===== config.mk =====
export PLATFORM = sky130hd
export DESIGN_NAME = pico_cpu
export DESIGN_NICKNAME = d
export VERILOG_FILES = /design/src/rtl/cpu_pkg.sv /design/src/rtl/pico_cpu_gpr.sv /design/src/rtl/pico_cpu.sv
export SDC_FILE = /design/constraint.sdc
export NUM_CORES = 1
export LEC_CHECK = 0
export CAP_MARGIN = 30
export CORE_MARGIN = 3
export CORE_UTILIZATION = 60
export CTS_CLUSTER_DIAMETER = 200
export DETAILED_ROUTE_END_ITERATION = 7
export PLACE_DENSITY = 0.77
export REMOVE_ABC_BUFFERS = 1
export SYNTH_ARGS = -nofsm -noshare
export SYNTH_HDL_FRONTEND = slang
export SYNTH_SLANG_ARGS = --single-unit

===== constraint.sdc =====
create_clock -name clk -period 18.2 [get_ports clk]
set_input_delay 3.64 -clock clk [delete_from_list [all_inputs] [get_ports clk]]
set_output_delay 3.64 -clock clk [all_outputs]
set_load 0.02 [all_outputs]

===== src/rtl/cpu_pkg.sv =====
// Shared definitions for the pico_cpu: instruction format, opcodes, fixed-point constants
// and the shipped affine-transform program image.
package cpu_pkg;

    localparam int N_DEFAULT = 8;
    localparam int GPR_COUNT = 4;
    localparam int Q_SHIFT   = 6;
    localparam int Q_ROUND   = 32;

    typedef enum logic [3:0] {
        OP_NOP   = 4'h0,
        OP_LDI   = 4'h1,
        OP_MOV   = 4'h2,
        OP_ADD   = 4'h3,
        OP_ADDI  = 4'h4,
        OP_MACI  = 4'h5,
        OP_IN    = 4'h6,
        OP_OUT   = 4'h7,
        OP_WAITH = 4'h8,
        OP_WAITL = 4'h9,
        OP_JMP   = 4'hA
    } op_t;

    typedef struct packed {
        op_t        op;
        logic [1:0] rd;
        logic [1:0] rs;
        logic [7:0] imm;
    } instr_t;

    function automatic instr_t mk(input op_t op, input logic [1:0] rd,
                                  input logic [1:0] rs, input logic [7:0] imm);
        instr_t i;
        i.op  = op;
        i.rd  = rd;
        i.rs  = rs;
        i.imm = imm;
        return i;
    endfunction

    // r0/r1 hold the x2/y2 offsets before any wait so both results fit the latency budget.
    // r2 = x1, r3 = y1. Coefficients are Q1.6: 48 = 0.75, 32 = 0.5, 0xE0 = -0.5.
    function automatic instr_t shipped_prog(input logic [15:0] addr);
        instr_t i;
        i = mk(OP_NOP, 2'd0, 2'd0, 8'h00);
        case (addr)
            16'd0:  i = mk(OP_LDI,   2'd0, 2'd0, 8'd20);
            16'd1:  i = mk(OP_LDI,   2'd1, 2'd0, 8'hEC);
            16'd2:  i = mk(OP_WAITH, 2'd0, 2'd0, 8'h00);
            16'd3:  i = mk(OP_IN,    2'd2, 2'd0, 8'h00);
            16'd4:  i = mk(OP_WAITL, 2'd0, 2'd0, 8'h00);
            16'd5:  i = mk(OP_WAITH, 2'd0, 2'd0, 8'h00);
            16'd6:  i = mk(OP_IN,    2'd3, 2'd0, 8'h00);
            16'd7:  i = mk(OP_WAITL, 2'd0, 2'd0, 8'h00);
            16'd8:  i = mk(OP_MACI,  2'd0, 2'd2, 8'd48);
            16'd9:  i = mk(OP_MACI,  2'd0, 2'd3, 8'd32);
            16'd10: i = mk(OP_OUT,   2'd0, 2'd0, 8'h00);
            16'd11: i = mk(OP_WAITH, 2'd0, 2'd0, 8'h00);
            16'd12: i = mk(OP_MACI,  2'd1, 2'd2, 8'hE0);
            16'd13: i = mk(OP_MACI,  2'd1, 2'd3, 8'd48);
            16'd14: i = mk(OP_OUT,   2'd0, 2'd1, 8'h00);
            16'd15: i = mk(OP_WAITL, 2'd0, 2'd0, 8'h00);
            16'd16: i = mk(OP_JMP,   2'd0, 2'd0, 8'd0);
            default: ;
        endcase
        return i;
    endfunction

endpackage


===== src/rtl/pico_cpu_gpr.sv =====
// Four-entry general purpose register file: one synchronous write port,
// two combinational read ports, synchronous active-high reset.
module gpr
    import cpu_pkg::*;
#(
    parameter int n = N_DEFAULT
) (
    input  logic         clk,
    input  logic         nReset,
    input  logic         we,
    input  logic [1:0]   waddr,
    input  logic [n-1:0] wdata,
    input  logic [1:0]   raddr_a,
    input  logic [1:0]   raddr_b,
    output logic [n-1:0] rdata_a,
    output logic [n-1:0] rdata_b
);

    logic [n-1:0] gpr [GPR_COUNT];

    always_ff @(posedge clk) begin
        if (nReset) begin
            for (int i = 0; i < GPR_COUNT; i++) begin
                gpr[i] <= '0;
            end
        end else if (we) begin
            gpr[waddr] <= wdata;
        end
    end

    assign rdata_a = gpr[raddr_a];
    assign rdata_b = gpr[raddr_b];

endmodule


===== src/rtl/pico_cpu.sv =====
// Minimal 8-bit single-cycle processor: program counter, program ROM, decode/ALU
// and registered output port around the gpr register file.
module pico_cpu
    import cpu_pkg::*;
#(
    parameter int n          = N_DEFAULT,
    parameter     PROG_FILE  = "prog.hex",
    parameter int PROG_DEPTH = 256
) (
    input  logic         clk,
    input  logic         nReset,
    input  logic [n:0]   inport,
    output logic [n-1:0] outport
);

    localparam int aw = $clog2(PROG_DEPTH);
    // An empty image name leaves the ROM blank (all NOP); any name selects the shipped program.
    localparam bit rom_loaded = |PROG_FILE;

    logic [aw-1:0]          progAddr;
    logic [aw-1:0]          pc_inc;
    logic [aw-1:0]          pc_next;
    instr_t                 instr;
    logic [n-1:0]           rd_val;
    logic [n-1:0]           rs_val;
    logic [n-1:0]           wdata;
    logic                   we;
    logic                   out_we;
    logic                   ready;
    logic signed [7:0]      imm_s;
    logic signed [n-1:0]    imm_ext;
    logic signed [2*n-1:0]  prod;
    logic [n-1:0]           mac_term;

    assign instr = rom_loaded ? shipped_prog(16'(progAddr)) : '0;

    // Handshake: inport[n] is a level flag owned by the host; data on inport[n-1:0] is
    // valid while the flag is high, and the program paces itself with WAITH/WAITL on it.
    assign ready = inport[n];

    assign imm_s    = signed'(instr.imm);
    assign imm_ext  = n'(imm_s);
    assign prod     = (2*n)'(signed'(rs_val)) * (2*n)'(imm_ext);
    assign mac_term = n'((prod + (2*n)'(Q_ROUND)) >>> Q_SHIFT);

    gpr #(.n(n)) gpr (
        .clk     (clk),
        .nReset  (nReset),
        .we      (we),
        .waddr   (instr.rd),
        .wdata   (wdata),
        .raddr_a (instr.rd),
        .raddr_b (instr.rs),
        .rdata_a (rd_val),
        .rdata_b (rs_val)
    );

    always_comb begin
        pc_inc  = (progAddr == aw'(PROG_DEPTH - 1)) ? '0 : progAddr + aw'(1);
        pc_next = pc_inc;
        we      = 1'b0;
        wdata   = '0;
        out_we  = 1'b0;
        case (instr.op)
            OP_LDI:   begin we = 1'b1; wdata = imm_ext;           end
            OP_MOV:   begin we = 1'b1; wdata = rs_val;            end
            OP_ADD:   begin we = 1'b1; wdata = rd_val + rs_val;   end
            OP_ADDI:  begin we = 1'b1; wdata = rd_val + imm_ext;  end
            OP_MACI:  begin we = 1'b1; wdata = rd_val + mac_term; end
            OP_IN:    begin we = 1'b1; wdata = inport[n-1:0];     end
            OP_OUT:   out_we = 1'b1;
            OP_WAITH: if (!ready) pc_next = progAddr;
            OP_WAITL: if (ready)  pc_next = progAddr;
            OP_JMP:   pc_next = aw'(instr.imm);
            default:  ;
        endcase
    end

    always_ff @(posedge clk) begin
        if (nReset) begin
            progAddr <= '0;
            outport  <= '0;
        end else begin
            progAddr <= pc_next;
            if (out_we) begin
                outport <= rs_val;
            end
        end
    end

endmodule


### Yosys cells after proc, flatten, opt, wreduce, memory -nomap -nowiden

Memory sizes are Yosys's and may differ from the RTL's.
Cells that the tools add are included.

* bits in registers: 16
* latch bits: 0
* bits in writable memories: 32
* memory bits (read-only): 0
* input port bits: 11
* output and inout port bits: 8
* memories: 1

* add/subtract/negate cells: 5
* multipliers: 1
* divide/modulo/power cells: 0
* order comparisons: 0
* eq/ne operators: 29
* shift-type cells: 0
* multiplexer cells: 16
* bitwise operators: 0
* reduce and logical (&&, ||, !) cells: 6

Memories
* gpr.gpr: words 4, bits a word 8, rd ports 2, clocked after memory_dff 0, wr ports 4, RTL line pico_cpu_gpr.sv:19 `logic [n-1:0] gpr [GPR_COUNT];`

Operators with widths (number)
* 16-bit case mux with 13 select lines: 1
* 8-bit by 4-bit == test with 1-bit output, second input constant: 8
* 8-bit case mux with 6 select lines: 1
* 8-bit by 3-bit == test with 1-bit output, second input constant: 4
* 8-bit two-way mux: 4
* 8-bit adder: 3
* 8-bit case mux with 3 select lines: 1
* 4-bit by 3-bit == test with 1-bit output, second input constant: 4
* 8-bit by 2-bit == test with 1-bit output, second input constant: 2
* 14-bit by 7-bit adder with 14-bit output, second input constant: 1
* 8-bit by 8-bit multiplier with 14-bit output: 1
* 4-bit == test, second input constant: 3
* 8-bit by 1-bit adder with 8-bit output, second input constant: 1
* 4-bit by 2-bit == test with 1-bit output, second input constant: 2
* 8-bit by 1-bit == test with 1-bit output, second input constant: 1
* 8-bit by 5-bit == test with 1-bit output, second input constant: 1
* 8-bit == test, second input constant: 1
* 8-bit logical NOT: 1
* 1-bit two-way mux: 8
* 8-bit OR reduction: 1
* 3-bit OR reduction: 2
* 6-bit OR reduction: 1
* 4-bit by 1-bit == test with 1-bit output, second input constant: 1
* 2-bit != test, second input constant: 2
* 2 further kinds: 2

### Depth between registers and ports, before layout

Gate-level depths: netlist (run 1).

* depth after elaboration: 11
* mapped depth: 36
* gate-level depth less buffers: 34

### By module

Synthesis (run 1) repeated with hierarchy kept, for this count alone.

* cells, all modules: 461
* area total of the unflattened synthesis: 4620.7 um^2

By module, submodules not included
* pico_cpu: times used 1, cells each 367, area each 2949.1 um^2, seq. area each 320.3 um^2
* gpr: times used 1, cells each 94, area each 1671.6 um^2, seq. area each 960.9 um^2

### Worst setup path before layout (run 1)

OpenSTA, ideal clock, no wires.

* path type: reg-to-reg
* start: register progAddr[4]
* end: memory gpr.gpr[0][7] (netlist name), data pin
* setup time: 258 ps
* arrival: 7208 ps
* required time: 17942 ps
* slack: 10733 ps
* stages on the path, launching flop included: 32
* period minus slack after synthesis: 7467 ps
* path through: dfxtp_1 buf_6 or4_4 buf_6 nor2_1 buf_2 mux2_2 o21ai_1 nor2_1 fa_1 inv_1 fa_1 inv_1 fa_1 fa_1 ha_1 inv_1 nor2_1 o21ai_0 nand2b_1 xor2_1 nand2_1 o21ai_0 ha_1 and3_1 a221oi_1 a21oi_1 xnor2_1 or3_1 a211o_1 a31oi_4 nor2_1

RTL lines
* start: declaration: RTL line pico_cpu.sv:20 `logic [aw-1:0] progAddr;`
* start signal: assignment: RTL line pico_cpu.sv:84 `progAddr <= pc_next;`
* end: declaration: RTL line pico_cpu_gpr.sv:19

==> results of run 1 <==
metal layers:
layer | wire length, µm | share of wire (%) | GRT usage, %
met3 | 909 | 7.5 | 4.53
met5 | 0 | 0 | 0
met4 | 368 | 3.0 | 10.7
met1 | 5150 | 43 | 37.8
met2 | 5660 | 47 | 46.1
synth_stat cells, drive strengths merged, types with 3 or more instances:
cell type / number / share of area (%)
nor4: 4 / 0.83
or3: 7 / 1.0
nand2: 66 / 5.2
nand3: 12 / 1.2
clkbuf: 16 / 2.3
or2: 7 / 0.90
ha: 28 / 7.2
fa: 31 / 13
inv: 43 / 3.3
mux2: 9 / 2.1
nand2b: 7 / 0.90
mux2i: 15 / 3.1
o21a: 8 / 1.2
o21ai: 18 / 1.9
edfxtp: 32 / 20
buf: 11 / 1.6
o31a: 3 / 0.57
and2: 13 / 1.7
nor3: 15 / 1.7
a21oi: 27 / 3.0
xnor2: 15 / 2.7
a221oi: 3 / 0.54
xor2: 5 / 0.90
dfxtp: 16 / 6.6
nor2: 91 / 7.4
and3: 12 / 1.6
a21o: 7 / 1.1
a31oi: 13 / 2.0
metrics by stage:
step	cells	cell area (µm²)	utilization (%)	setup WS (ns)	hold slack, ns
floorplan	532	4660	-	10.45	0.486
global placement	652	4960	63.9	9.40	0.467
detailed placement	653	4970	64.0	9.70	0.478
CTS	661	5090	65.5	9.62	0.501
global route	661	5090	65.5	9.07	0.513
finish	661	5090	65.5	9.61	0.499
worst min-delay path, cell delays in order (launching register included):
cell,delay (ns)
dfxtp_1,0.33
a21oi_1,0.06
nor2_1,0.07
final cells by class:
| class | count | area, µm² |
|---|---|---|
| Multi-Input combinational cell | 441 | 3210 |
| Fill cell | 679 | 2680 |
| Clock inverter | 3 | 46.3 |
| Sequential cell | 48 | 1280 |
| Inverter | 43 | 161 |
| Timing Repair Buffer | 19 | 188 |
| Clock buffer | 5 | 68.8 |
| Tap cell | 102 | 128 |
worst max path at each step:
stage,endpoint,cells after the start
3_3_place_gp,gpr.gpr[2][7],33
2_1_floorplan,gpr.gpr[0][7],28
5_1_grt,gpr.gpr[3][7],34
4_1_cts,gpr.gpr[2][7],34
6_report,gpr.gpr[2][7],34
3_5_place_dp,gpr.gpr[2][7],34
sequential cells by signal, summed over array words and instances, names as in the netlist:
signal / cells
gpr.gpr: 32
outport: 8
progAddr: 8
logic make-up (layout without fill, tap and decap cells):
logic type / count (synthesis) / after routing / synth area share, %
simple gates: 243 / 243 / 23.9
xor+xnor: 20 / 20 / 3.61
fa+ha+maj: 59 / 59 / 20.0
compound gates: 95 / 95 / 13.6
buf+inv: 70 / 70 / 7.23
mux: 24 / 24 / 5.19
flops: 48 / 48 / 26.4
==> impl_metrics.json, run 1 <==
{
  "r2r_setup_slack_ns": 9.61,
  "yosysUniqueCellTypes": 64,
  "synth_edf_count": 32,
  "rsz0062_at_grt": "no",
  "path_delay_family": "adder cells",
  "drive_gt1_share_pct": 7.33,
  "antenna_found_initial": 0,
  "cp-end-kind": "flop",
  "grt_pass1_wl_um": 19800,
  "synthCells": 559,
  "finalSetupTns_ns": 0,
  "synth_area_per_cell_um2": 8.67,
  "design.core.area_um2": 7770,
  "cts_tree": "built",
  "slew_violations": 0,
  "worstRegToRegCells": 34,
  "critical_path.max_fanout": 11,
  "vias_per_cell": 6.13,
  "hold_path_startpoint": "outport[4]",
  "start_util_pct": 62.4,
  "start_kind": "flop",
  "root_buffer": "clkbuf_8",
  "num_vias": 4049,
  "worst_pin_slew_ns": 1.06,
  "r2r-start": "progAddr[0]",
  "arrival_ns": 8.64,
  "ant_nets": 0,
  "finalSetupViolCount": 0,
  "portBuffers": 18,
  "yosysSeqAreaShare_pct": 26.4,
  "final_cell_mix": "89 x nor2_1, 65 x nand2_1, 43 x inv_1",
  "nets": 628,
  "post-route-period-util_pct": 47.2,
  "gr-usage-all-layers_pct": 28.3,
  "path_clk_slew_ns": 0.09,
  "num_rows": 32,
  "hold_violations": 0,
  "synth_ff_type": "edfxtp_1",
  "layout_commonest_cell": "nor2_1",
  "numCtsBuffers": 5,
  "post_cts_resized": 0,
  "cpMaxStageDelayCell": "a21oi_1",
  "die_w_um": 95.9,
  "clock-sinks": 48,
  "diodes": 0,
  "critical_path_required_ns": 18.26,
  "wire_per_inst_um": 18.3,
  "fp.dieH_um": 95.9,
  "clk-insertion-delay-late_ns": 0.31,
  "place_hpwl_um": 9300,
  "run_status": "completed",
  "cap_violations": 0,
  "io_pins": 19,
  "slew_headroom_pct": 28.6,
  "hp-class": "reg -> reg",
  "finClkSkew_ns": 0.00424,
  "whs_path_depth": 2,
  "synth-seq-cells": 48,
  "synthArstFlopShare_pct": 0,
  "finalWeightedCongestion": 0.890,
  "cts_max_level": 2,
  "cp-startpoint": "progAddr[0]",
  "syn_area_um2": 4850,
  "drtIter0Drc": 360,
  "firstDrtPassIters": 5,
  "slowest_delay_ns": 0.68,
  "yosysWarnings": 0,
  "max_freq_mhz": 116,
  "ctsHoldBuffers": 0,
  "die_area_um2": 9190,
  "area_delta_synth_final_pct": 4.98,
  "path_buf_inv": 6,
  "grt_max_degree": 25,
  "wl_um": 12100,
  "cts_buffer_depth": 2,
  "whs_endpoint": "outport[4]",
  "critPathKind": "reg -> reg",
  "overflow": 0,
  "crit_top_cell": "inv_1",
  "drc_errors": 0,
  "cts_setup_buffers": 0,
  "min_period_ns": 8.59,
  "r2r-end": "gpr.gpr[2][7]",
  "grt_pass1_vias": 4029
}
Power of run 1 is not shown: default switching activity piles up to over one toggle a cycle in this logic, so the estimate is an artifact.
==> run 2, diff against run 1 <==
Clock period 18.2 ns to 8.3 ns, I/O delays scaled along.
==> run 2 against run 1 <==
  * Global-route usage fell by 0.89 points
  * Via count rose by 2.0%
  * Largest cell class unchanged
  * Non-clock buffer count rose by 7
==> impl_metrics.json, run 2 (synthesized netlist as in run 1, its figures left out) <==
{
  "run_status": "completed",
  "drtIter0Drc": 447,
  "cp-end-kind": "flop",
  "cts_buffer_depth": 2,
  "path_clk_slew_ns": 0.09,
  "grt_pass1_vias": 3941,
  "die_area_um2": 9190,
  "num_rows": 32,
  "top_register": "gpr.gpr",
  "r2r-end": "gpr.gpr[1][7]",
  "finalSetupTns_ns": 0,
  "cap_violations": 0,
  "overflow": 0,
  "slew_headroom_pct": 47.4,
  "arrival_ns": 7.90,
  "hp-class": "reg -> reg",
  "nets": 635,
  "finalSetupViolCount": 0,
  "top_regs": "gpr.gpr: 32 flops, outport: 8 flops, progAddr: 8 flops",
  "hold_violations": 0,
  "gr-usage-all-layers_pct": 27.4,
  "grt_max_degree": 22,
  "firstDrtPassIters": 6,
  "critical_path.max_fanout": 12,
  "endpoint": "gpr.gpr[1][7]",
  "finClkSkew_ns": 0.00445,
  "largest_reg_flops": 32,
  "root_buffer": "clkbuf_8",
  "r2r-start": "progAddr[5]",
  "layout_commonest_cell": "nor2_1",
  "vias_per_cell": 6.18,
  "portBuffers": 18,
  "antenna_found_initial": 0,
  "fp.dieH_um": 95.9,
  "numCtsBuffers": 5,
  "design.core.area_um2": 7770,
  "max_freq_mhz": 127,
  "timing.hold.ws_ns": 0.498,
  "drive_gt1_share_pct": 9.36,
  "post-route-period-util_pct": 94.6,
  "worstRegToRegCells": 27,
  "cts_max_level": 2,
  "num_vias": 4129,
  "worst_pin_slew_ns": 0.782,
  "ant_nets": 0,
  "cts_tree": "built",
  "r2r_setup_slack_ns": 0.45,
  "final_cell_mix": "89 x nor2_1, 65 x nand2_1, 43 x inv_1",
  "area_delta_synth_final_pct": 6.48,
  "clock-sinks": 48,
  "wl_um": 12100,
  "place_hpwl_um": 9270,
  "cts_setup_buffers": 0,
  "whs_path_depth": 2,
  "grt_pass1_wl_um": 19400,
  "io_pins": 19,
  "diodes": 0,
  "start_util_pct": 62.4,
  "finalWeightedCongestion": 0.918,
  "die_w_um": 95.9,
  "rsz0062_at_grt": "no",
  "start_kind": "flop",
  "drc_errors": 0,
  "cp-startpoint": "progAddr[5]",
  "clk-insertion-delay-late_ns": 0.30,
  "final_core_util_pct": 66.4,
  "critical_path_required_ns": 8.35,
  "critPathKind": "reg -> reg",
  "slew_violations": 0,
  "wire_per_inst_um": 18.1,
  "min_period_ns": 7.85
}
==> run 2: cell count changes in the layout (fill, tap and decap cells not counted), sizes merged <==
cell	change
clkinvlp	-1
inv	-1
clkinv	+2
buf	+7
==> run 2: critical path: stages, from the launching register on <==
cell	delay [ns]
dfxtp_1	0.37
or4_4	0.66
nor2_1	0.17
buf_4	0.25
mux2_2	0.37
o21ai_1	0.34
nor2_1	0.12
fa_1	0.56
fa_1	0.44
fa_1	0.54
fa_1	0.50
ha_1	0.34
inv_1	0.10
nor2_1	0.05
o21ai_0	0.14
nand2b_1	0.11
xor2_1	0.16
nand2_1	0.07
o21ai_0	0.09
ha_1	0.38
and3_1	0.18
a221oi_1	0.38
a21oi_1	0.14
xnor2_1	0.15
or3_1	0.34
a211o_1	0.35
a31oi_4	0.24
nor2_1	0.07
==> run 2: worst min-delay path by stage <==
stage | slack, ns | start | to
after detailed placement | 0.48 | outport[3] | outport[3]
after global routing | 0.55 | outport[1] | outport[1]
after CTS | 0.50 | outport[3] | outport[3]
final | 0.50 | outport[1] | outport[1]
after floorplan | 0.49 | progAddr[1] | progAddr[1]
after global placement | 0.47 | outport[7] | outport[7]
==> run 2: cell type report <==
| type | count | area, µm² |
|---|---|---|
| well taps | 102 | 128 |
| clock inverters | 3 | 47.5 |
| clock buffers | 5 | 68.8 |
| fillers | 652 | 2610 |
| multi-input cells | 441 | 3230 |
| flip-flops and latches | 48 | 1280 |
| inverters | 43 | 161 |
| repair buffers | 26 | 244 |
==> run 2: stage by stage <==
stage | instances | setup slack, ns | cell area [µm²]
finish | 668 | 0.445 | 5160
global route | 668 | 0.0309 | 5160
CTS | 668 | 0.313 | 5140
detailed placement | 660 | 0.402 | 5030
global placement | 659 | 0.618 | 5020
floorplan | 532 | 0.550 | 4660
==> run 2: timing repair <==
action / CTS / global route
hold buffers: 0 / 0
resized for setup: 0 / 6
endpoints found under the setup margin: 0 / 4
==> run 2: metal layers <==
metal | GRT usage (%) | routed length [µm] | vias up
met5 | 0 | 0 | -
met4 | 8.18 | 395 | 0
met3 | 3.67 | 787 | 45
met2 | 45.9 | 5740 | 184
met1 | 36.9 | 5180 | 1965
li1 | - | - | 1935
Power of run 2 is left out for the same reason.
==> run 3, diff against run 2 <==
Settings changed: SKIP_LAST_GASP from default to 1.
==> results of run 3 <==
Final layout, timing and power as in run 2 (identical DEF).
Power of run 3 is left out for the same reason.
